File: src/rtl/flash_cfg_ctrl.sv
// flash_cfg_ctrl: sole owner of the DMB configuration flash pins.
// Autoloads the power-on configuration bytes after reset or RELOAD, then
// serves single-byte VME read and program requests. Every pin and status
// output is a register loaded from the next-state decode, so the pins
// follow the state register with no combinational glitches.
module flash_cfg_ctrl #(
  parameter int               ADR_W     = 10,
  parameter int               NLOAD     = 16,
  parameter int               WAIT_CYC  = 4,
  parameter int               WE_CYC    = 3,
  parameter int               PROG_CYC  = 1250,
  parameter logic [ADR_W-1:0] UNLK1_ADR = 10'h155,
  parameter logic [ADR_W-1:0] UNLK2_ADR = 10'h0AA
) (
  input  logic               CLK,
  input  logic               RST,
  input  logic               REQ,
  input  logic               REQ_WR,
  input  logic [ADR_W-1:0]   REQ_ADR,
  input  logic [7:0]         REQ_WDATA,
  input  logic               RELOAD,
  output logic               ACK,
  output logic [7:0]         RDATA,
  output logic               BUSY,
  output logic [8*NLOAD-1:0] LOAD_DATA,
  output logic               LOAD_DONE,
  output logic [ADR_W-1:0]   FM_ADR,
  output logic               FM_CE_B,
  output logic               FM_OE_B,
  output logic               FM_WE_B,
  output logic [7:0]         FM_DOUT,
  output logic               FM_DOE,
  input  logic [7:0]         FM_DIN
);

  // PROG_CYC is the longest dwell, so it sizes the shared cycle counter.
  localparam int CNT_W  = $clog2(PROG_CYC + 1);
  localparam int LIDX_W = $clog2(NLOAD);

  typedef enum logic [3:0] {
    LSTART = 4'd0, LRD  = 4'd1, LREC  = 4'd2,  IDLE  = 4'd3,
    RD     = 4'd4, RREC = 4'd5, WSET  = 4'd6,  WLOW  = 4'd7,
    WHOLD  = 4'd8, WREC = 4'd9, PWAIT = 4'd10, DONE  = 4'd11
  } state_t;

  state_t             state_r, state_s;
  logic [CNT_W-1:0]   cnt_r, cnt_s;
  logic [LIDX_W-1:0]  lidx_r;
  logic [1:0]         widx_r, widx_s;
  logic [ADR_W-1:0]   req_adr_r;
  logic [7:0]         req_wdata_r;
  logic               reload_pend_r;
  logic               rd_last_s;

  logic               ce_b_s, oe_b_s, we_b_s, doe_s, ack_s, busy_s, load_done_s;
  logic [ADR_W-1:0]   adr_s, wr_adr_s;
  logic [7:0]         dout_s, wr_dat_s, rdata_s;
  logic [8*NLOAD-1:0] load_data_s;

  assign rd_last_s = (cnt_r == CNT_W'(WAIT_CYC - 1));

  // State register plus sequencing bookkeeping (counter, byte/write index, request latch, pending reload).
  always_ff @(posedge CLK) begin
    if (RST) begin
      state_r       <= LSTART;
      cnt_r         <= {CNT_W{1'b0}};
      lidx_r        <= {LIDX_W{1'b0}};
      widx_r        <= 2'd0;
      req_adr_r     <= {ADR_W{1'b0}};
      req_wdata_r   <= 8'h00;
      reload_pend_r <= 1'b0;
    end else begin
      state_r <= state_s;
      cnt_r   <= cnt_s;
      // Byte index restarts with each autoload and advances once per recovery cycle.
      if (state_r == LSTART) begin
        lidx_r <= {LIDX_W{1'b0}};
      end else if (state_r == LREC) begin
        lidx_r <= lidx_r + LIDX_W'(1);
      end else begin
        lidx_r <= lidx_r;
      end
      // Two bits wrap back to 0 after the fourth bus write, ready for the next program.
      widx_r <= widx_s;
      if (state_r == IDLE && state_s == WSET) begin
        req_adr_r   <= REQ_ADR;
        req_wdata_r <= REQ_WDATA;
      end else begin
        req_adr_r   <= req_adr_r;
        req_wdata_r <= req_wdata_r;
      end
      // A reload that cannot start now is remembered and wins the next IDLE cycle.
      if (state_r == IDLE) begin
        reload_pend_r <= (!reload_pend_r && REQ && RELOAD);
      end else if (RELOAD) begin
        reload_pend_r <= 1'b1;
      end else begin
        reload_pend_r <= reload_pend_r;
      end
    end
  end

  // Next-state decode; pending reload beats REQ, REQ beats a fresh RELOAD.
  always_comb begin
    state_s = state_r;
    case (state_r)
      LSTART: state_s = LRD;
      LRD:    if (rd_last_s) state_s = LREC; else state_s = LRD;
      LREC:   if (lidx_r == LIDX_W'(NLOAD - 1)) state_s = IDLE; else state_s = LRD;
      IDLE: begin
        if (reload_pend_r)    state_s = LSTART;
        else if (REQ)         state_s = REQ_WR ? WSET : RD;
        else if (RELOAD)      state_s = LSTART;
        else                  state_s = IDLE;
      end
      RD:     if (rd_last_s) state_s = RREC; else state_s = RD;
      RREC:   state_s = DONE;
      WSET:   state_s = WLOW;
      WLOW:   if (cnt_r == CNT_W'(WE_CYC - 1)) state_s = WHOLD; else state_s = WLOW;
      WHOLD:  state_s = WREC;
      WREC:   if (widx_r == 2'd3) state_s = PWAIT; else state_s = WSET;
      PWAIT:  if (cnt_r == CNT_W'(PROG_CYC - 1)) state_s = DONE; else state_s = PWAIT;
      DONE:   state_s = IDLE;
      default: state_s = LSTART;
    endcase
    if (state_s == state_r) cnt_s = cnt_r + CNT_W'(1); else cnt_s = {CNT_W{1'b0}};
  end

  // Output decode: next values of pins and status, keyed on the state being entered.
  always_comb begin
    ce_b_s      = 1'b1;
    oe_b_s      = 1'b1;
    we_b_s      = 1'b1;
    doe_s       = 1'b0;
    ack_s       = 1'b0;
    adr_s       = FM_ADR;
    dout_s      = FM_DOUT;
    busy_s      = (state_s != IDLE);
    rdata_s     = RDATA;
    load_data_s = LOAD_DATA;
    load_done_s = LOAD_DONE;

    if (state_r == WREC) widx_s = widx_r + 2'd1; else widx_s = widx_r;
    case (widx_s)
      2'd0:    begin wr_adr_s = UNLK1_ADR; wr_dat_s = 8'hAA;       end
      2'd1:    begin wr_adr_s = UNLK2_ADR; wr_dat_s = 8'h55;       end
      2'd2:    begin wr_adr_s = UNLK1_ADR; wr_dat_s = 8'hA0;       end
      2'd3:    begin wr_adr_s = req_adr_r; wr_dat_s = req_wdata_r; end
      default: begin wr_adr_s = UNLK1_ADR; wr_dat_s = 8'hAA;       end
    endcase

    // Data is taken on the last strobe-low cycle, before the pins release.
    if (state_r == RD && rd_last_s) rdata_s = FM_DIN; else rdata_s = RDATA;
    if (state_r == LRD && rd_last_s) begin
      load_data_s[{lidx_r, 3'b000} +: 8] = FM_DIN;
    end else begin
      load_data_s = LOAD_DATA;
    end
    if (state_s == LSTART) begin
      load_done_s = 1'b0;
    end else if (state_r == LREC && state_s == IDLE) begin
      load_done_s = 1'b1;
    end else begin
      load_done_s = LOAD_DONE;
    end

    case (state_s)
      // Autoload addresses move only in LSTART/LREC, while CE_B is high.
      LSTART: adr_s = {ADR_W{1'b0}};
      LREC:   adr_s = FM_ADR + ADR_W'(1);
      LRD:    begin ce_b_s = 1'b0; oe_b_s = 1'b0; end
      RD: begin
        ce_b_s = 1'b0;
        oe_b_s = 1'b0;
        if (state_r == IDLE) adr_s = REQ_ADR; else adr_s = FM_ADR;
      end
      WSET: begin
        ce_b_s = 1'b0;
        doe_s  = 1'b1;
        adr_s  = wr_adr_s;
        dout_s = wr_dat_s;
      end
      WLOW:   begin ce_b_s = 1'b0; we_b_s = 1'b0; doe_s = 1'b1; end
      WHOLD:  begin ce_b_s = 1'b0; doe_s = 1'b1; end
      DONE:   ack_s = 1'b1;
      IDLE, RREC, WREC, PWAIT: ack_s = 1'b0;
      default: ack_s = 1'b0;
    endcase
  end

  // Output registers; reset parks every strobe inactive immediately, aborting any write.
  always_ff @(posedge CLK) begin
    if (RST) begin
      FM_CE_B   <= 1'b1;
      FM_OE_B   <= 1'b1;
      FM_WE_B   <= 1'b1;
      FM_DOE    <= 1'b0;
      FM_ADR    <= {ADR_W{1'b0}};
      FM_DOUT   <= 8'h00;
      ACK       <= 1'b0;
      RDATA     <= 8'h00;
      BUSY      <= 1'b1;
      LOAD_DATA <= {(8*NLOAD){1'b0}};
      LOAD_DONE <= 1'b0;
    end else begin
      FM_CE_B   <= ce_b_s;
      FM_OE_B   <= oe_b_s;
      FM_WE_B   <= we_b_s;
      FM_DOE    <= doe_s;
      FM_ADR    <= adr_s;
      FM_DOUT   <= dout_s;
      ACK       <= ack_s;
      RDATA     <= rdata_s;
      BUSY      <= busy_s;
      LOAD_DATA <= load_data_s;
      LOAD_DONE <= load_done_s;
    end
  end

endmodule

File: config.mk
export PLATFORM = sky130hd
export DESIGN_NAME = flash_cfg_ctrl
export DESIGN_NICKNAME = d
export VERILOG_FILES = /design/src/rtl/flash_cfg_ctrl.sv
export SDC_FILE = /design/constraint.sdc
export NUM_CORES = 1
export LEC_CHECK = 0
export ABC_AREA = 1
export CORE_ASPECT_RATIO = 0.6
export CORE_UTILIZATION = 45
export DETAILED_ROUTE_END_ITERATION = 8
export PLACE_DENSITY = 0.79
export SLEW_MARGIN = 0
export SYNTH_ARGS = -nofsm -noshare
export SYNTH_HDL_FRONTEND = slang
export SYNTH_SLANG_ARGS = --single-unit
File: constraint.sdc
create_clock -name CLK -period 2.8 [get_ports CLK]
set_input_delay 0.56 -clock CLK [delete_from_list [all_inputs] [get_ports CLK]]
set_output_delay 0.56 -clock CLK [all_outputs]
set_load 0.02 [all_outputs]
==> summary.txt <==
STA
  – Final clock period utilization by the worst path: 0.899
  – Shortest clock period the worst path allows after layout: 2.52 ns
  – Max-slew violation total from the final report: 0
  – Slew of the pin with the lowest slew margin: 0.632 ns
  – Layout Skew: 0.0138 ns
  – Final number of setup-violating endpoints: 0
  – Timing-limited maximum frequency: 397 MHz
  – Setup tns final: 0 ns
  – Final count of hold timing violations: 0
  – Setup repair after global routing missed its margin: no
  – Worst relative slew slack: 0.578

Die
  – Placement row count: 38
  – I/O pin count: 192
  – Die height: 108 µm
  – Effective utilization at floorplan: 0.463
  – Die W: 178 µm
  – Full die area: 0.0192 mm²
  – Core outline area: 0.0182 mm²

Clocking
  – Number of CTS-inserted buffers: 20
  – Clock root buffer master: clkbuf_16
  – Clock tree from TritonCTS: built
  – Maximum clock path buffer count: 3
  – Maximum level of the CTS H-tree: 1
  – Number of clock sinks: 201
  – Clock latency on the worst-skew pair: 0.50 ns
  – Clock edge transition at the registers on the reported setup and hold paths: 0.06 ns

Detailed routing
  – Total iterations of the first detailed-routing run: 5
  – Via count: 8139
  – Post-DR vias/cell: 5.37
  – Violation count after the first detailed-routing iteration: 703
  – Detailed-route DRC error count: 0
  – Detailed-route wire length: 25400 µm
  – Average detailed-routed wire length per instance: 16.8 µm
  – Antenna Nets Post-Route: 0

Logic synthesis
  – Seq/Total Area, Yosys: 0.479
  – Gate count after technology mapping: 1070
  – Post-synth ARST share: 0
  – Syn_area_per_cell: 7.86 µm²
  – Largest area contributor in the netlist: dfxtp_1
  – #FFs+latches synth: 201
  – Share of the synthesized area in the top cell type: 0.479
  – Synthesized area: 0.00841 mm²
  – Synth Net Count: 1109
  – Leading register cell type out of synthesis: dfxtp_1
  – Number of enable flip-flop cells after synthesis: 0
  – Most instantiated library cell after synthesis: dfxtp_1
  – Yosys warning total: 0
  – Synth area leaders: dfxtp_1 48%, o21ai_0 8.8%, a21oi_1 7.0%
  – Top post-synthesis cells by count: 201 x dfxtp_1, 147 x o21ai_0, 134 x nor2_1, 118 x a21oi_1, 118 x nand2_1
  – Unique cell type count in the Yosys netlist: 45

Power
  – Relative contribution of sequential cells to total power: 0.490
  – Total power per unit cell area: 523 mW/mm²
  – Reported net switching power: 1.31 mW
  – Switching Fraction: 0.222
  – Overall Power: 5.91 mW
  – LEAKAGE: 4.29 nW
  – Design internal power: 4.60 mW
  – Largest vdd supply drop: 430 µV
  – Relative contribution of the clock network to total power: 0.461
  – Combinational share of power: 0.049

Flow run
  – MaxCap Viol Count: 0

Critical path
  – CP Max Fanout: 16
  – Minimum setup slack among reg-to-reg paths: 0.28 ns
  – Required time of the critical path: 3.22 ns
  – Capture point of the worst reg-to-reg path: LOAD_DATA[112]
  – Cells on worst reg2reg path: 9
  – Startpoint of the worst register-to-register path: lidx_r[0]
  – Critical path type: flop to flop
  – Cell chain of the critical path: inv_1 > ha_1 > inv_1 > nor2_1 > nand4_1 > nor2_2 > buf_4 > o21ai_0 > a21oi_1
  – Critical Path Sink Type: flop
  – Element type at the critical path start: flop
  – Maximum single-stage delay on the critical path: 0.55 ns
  – Top cell by count, worst path: inv_1
  – Number of gates on the worst path with buffers counted: 9
  – Library cell contributing the largest single delay on the critical path: ha_1
  – Crit path arrival time: 2.94 ns
  – Top cell family by delay on the critical path: buffers and inverters
  – Number of buffers and inverters on the critical path: 3

Finish
  – Synth-to-layout area growth: 34.3%
  – Finished Cell Area: 0.0113 mm²
  – Layout cell share with drive strength beyond 1: 0.0861
  – Non-filler cells in the finished layout: 1517
  – Core occupancy in the finished layout: 0.622
  – Fin nets: 1304
  – Antenna Diode Count: 0

Min path
  – Origin of the worst min-delay path: LOAD_DATA[2]
  – Hold Crit Depth: 2
  – Hold path endpoint: LOAD_DATA[2]
  – Hold Path Class: flop to flop

GRT
  – Wire length of the first global-routing pass: 39000 µm
  – Overflow left after global routing: 0
  – All-Layer GR Usage: 0.259
  – Number of antenna violations at the first check in global routing: 0
  – Vias in the first global route: 7259
  – Largest net degree at the start of global routing: 143

Placed design
  – Number of buffer cells added on primary ports: 191
  – Hpwl dp: 18300 µm
  – Cell total after placement: 1482
  – Placer Congestion: 0.968
  – Placement-stage cell area: 0.0106 mm²

Run status
  – Outcome: completed
timing repair:
action,CTS,global route
hold endpoints to repair,0,0
setup buffers,0,1
endpoints found under the setup margin,0,13
hold buffers,0,0
gates resized for setup,0,1
metrics by stage:
step                      hold slack (ns)  worst slack [ns]
final                               0.449             0.282
after global routing                0.470            0.0907
after CTS                           0.445             0.196
after detailed placement            0.439             0.106
after global placement              0.431             0.217
after floorplan                     0.424            0.0938
metal layers:
metal	GRT usage	part of all wire	wire length, µm	up-vias
met2	0.352	0.38	9780	371
met3	0.0812	0.11	2830	37
met1	0.389	0.49	12400	3753
met4	0.0599	0.017	443	0
met5	0	0	0	-
li1	-	-	-	3978
power by group through the flow:
stage	logic [mW]	clock network (mW)	registers, mW
after floorplan	0.140	0	2.97
after global routing	0.312	2.87	2.90
after CTS	0.285	2.75	2.90
after detailed placement	0.283	0	2.96
final	0.289	2.72	2.90
after global placement	0.281	0	2.96
cells by family after synthesis:
group                      after synthesis  share of synthesized area
buffers and inverters                  168                     0.0817
adders and majority gates                8                     0.0119
xor gates and xnor gates                10                     0.0104
DFF                                    201                      0.479
and+or+nand+nor                        367                      0.213
AOI/OAI and AO/OA                      316                      0.205
worst register-to-register path, cell delays in order, from the launching register on:
cell     delay [ns]
dfxtp_1        0.42
inv_1          0.08
ha_1           0.55
inv_1          0.36
nor2_1         0.19
nand4_1        0.20
nor2_2         0.17
buf_4          0.22
o21ai_0        0.11
a21oi_1        0.14
area by class of cell:
type	count	area, µm²
fill	1631	6870
inverter	118	447
timing repair buffer	223	2160
clock buffer	27	568
multi-input combinational	701	3700
sequential	201	4020
clock inverter	7	93.8
tap	240	300
state kept, by name, summed over array words and instances, names as in the netlist:
name,count
widx_r,2
FM_WE_B,1
RDATA,8
BUSY,1
FM_DOUT,8
lidx_r,4
FM_OE_B,1
FM_DOE,1
req_wdata_r,8
FM_ADR,10
LOAD_DONE,1
req_adr_r,10
FM_CE_B,1
LOAD_DATA,128
ACK,1
cnt_r,11
state_r,4
reload_pend_r,1
how the worst max path moves through the flow:
stage / startpoint / slack (ns) / to
after global placement: REQ / 0.22 / FM_ADR[8]
after global routing: lidx_r[0] / 0.09 / LOAD_DATA[116]
after detailed placement: REQ / 0.11 / FM_ADR[8]
after CTS: lidx_r[0] / 0.20 / LOAD_DATA[4]
final: lidx_r[0] / 0.28 / LOAD_DATA[112]
after floorplan: lidx_r[0] / 0.09 / LOAD_DATA[100]
placed cells by master, fill, tap and decap left out, types with 4 or more instances in the layout:
master,synthesis,routed
a2bb2oi_1,4,4
clkinv_1,10,10
nand2_1,118,118
clkbuf_1,26,4
xor2_1,7,7
ha_1,8,8
nand4_1,13,13
buf_4,6,31
a31oi_1,6,6
nor2_4,6,7
o21ai_0,147,147
nor2_1,134,134
o211ai_1,4,4
nand3_1,33,33
inv_1,103,102
clkdlybuf4s50_1,0,190
nor2_2,10,9
a21oi_1,118,118
nor4_4,7,7
inv_2,4,4
dfxtp_1,201,201
clkbuf_16,0,21
nor3_1,27,27
a211oi_1,28,28
Power figures use the tool's default switching activity.
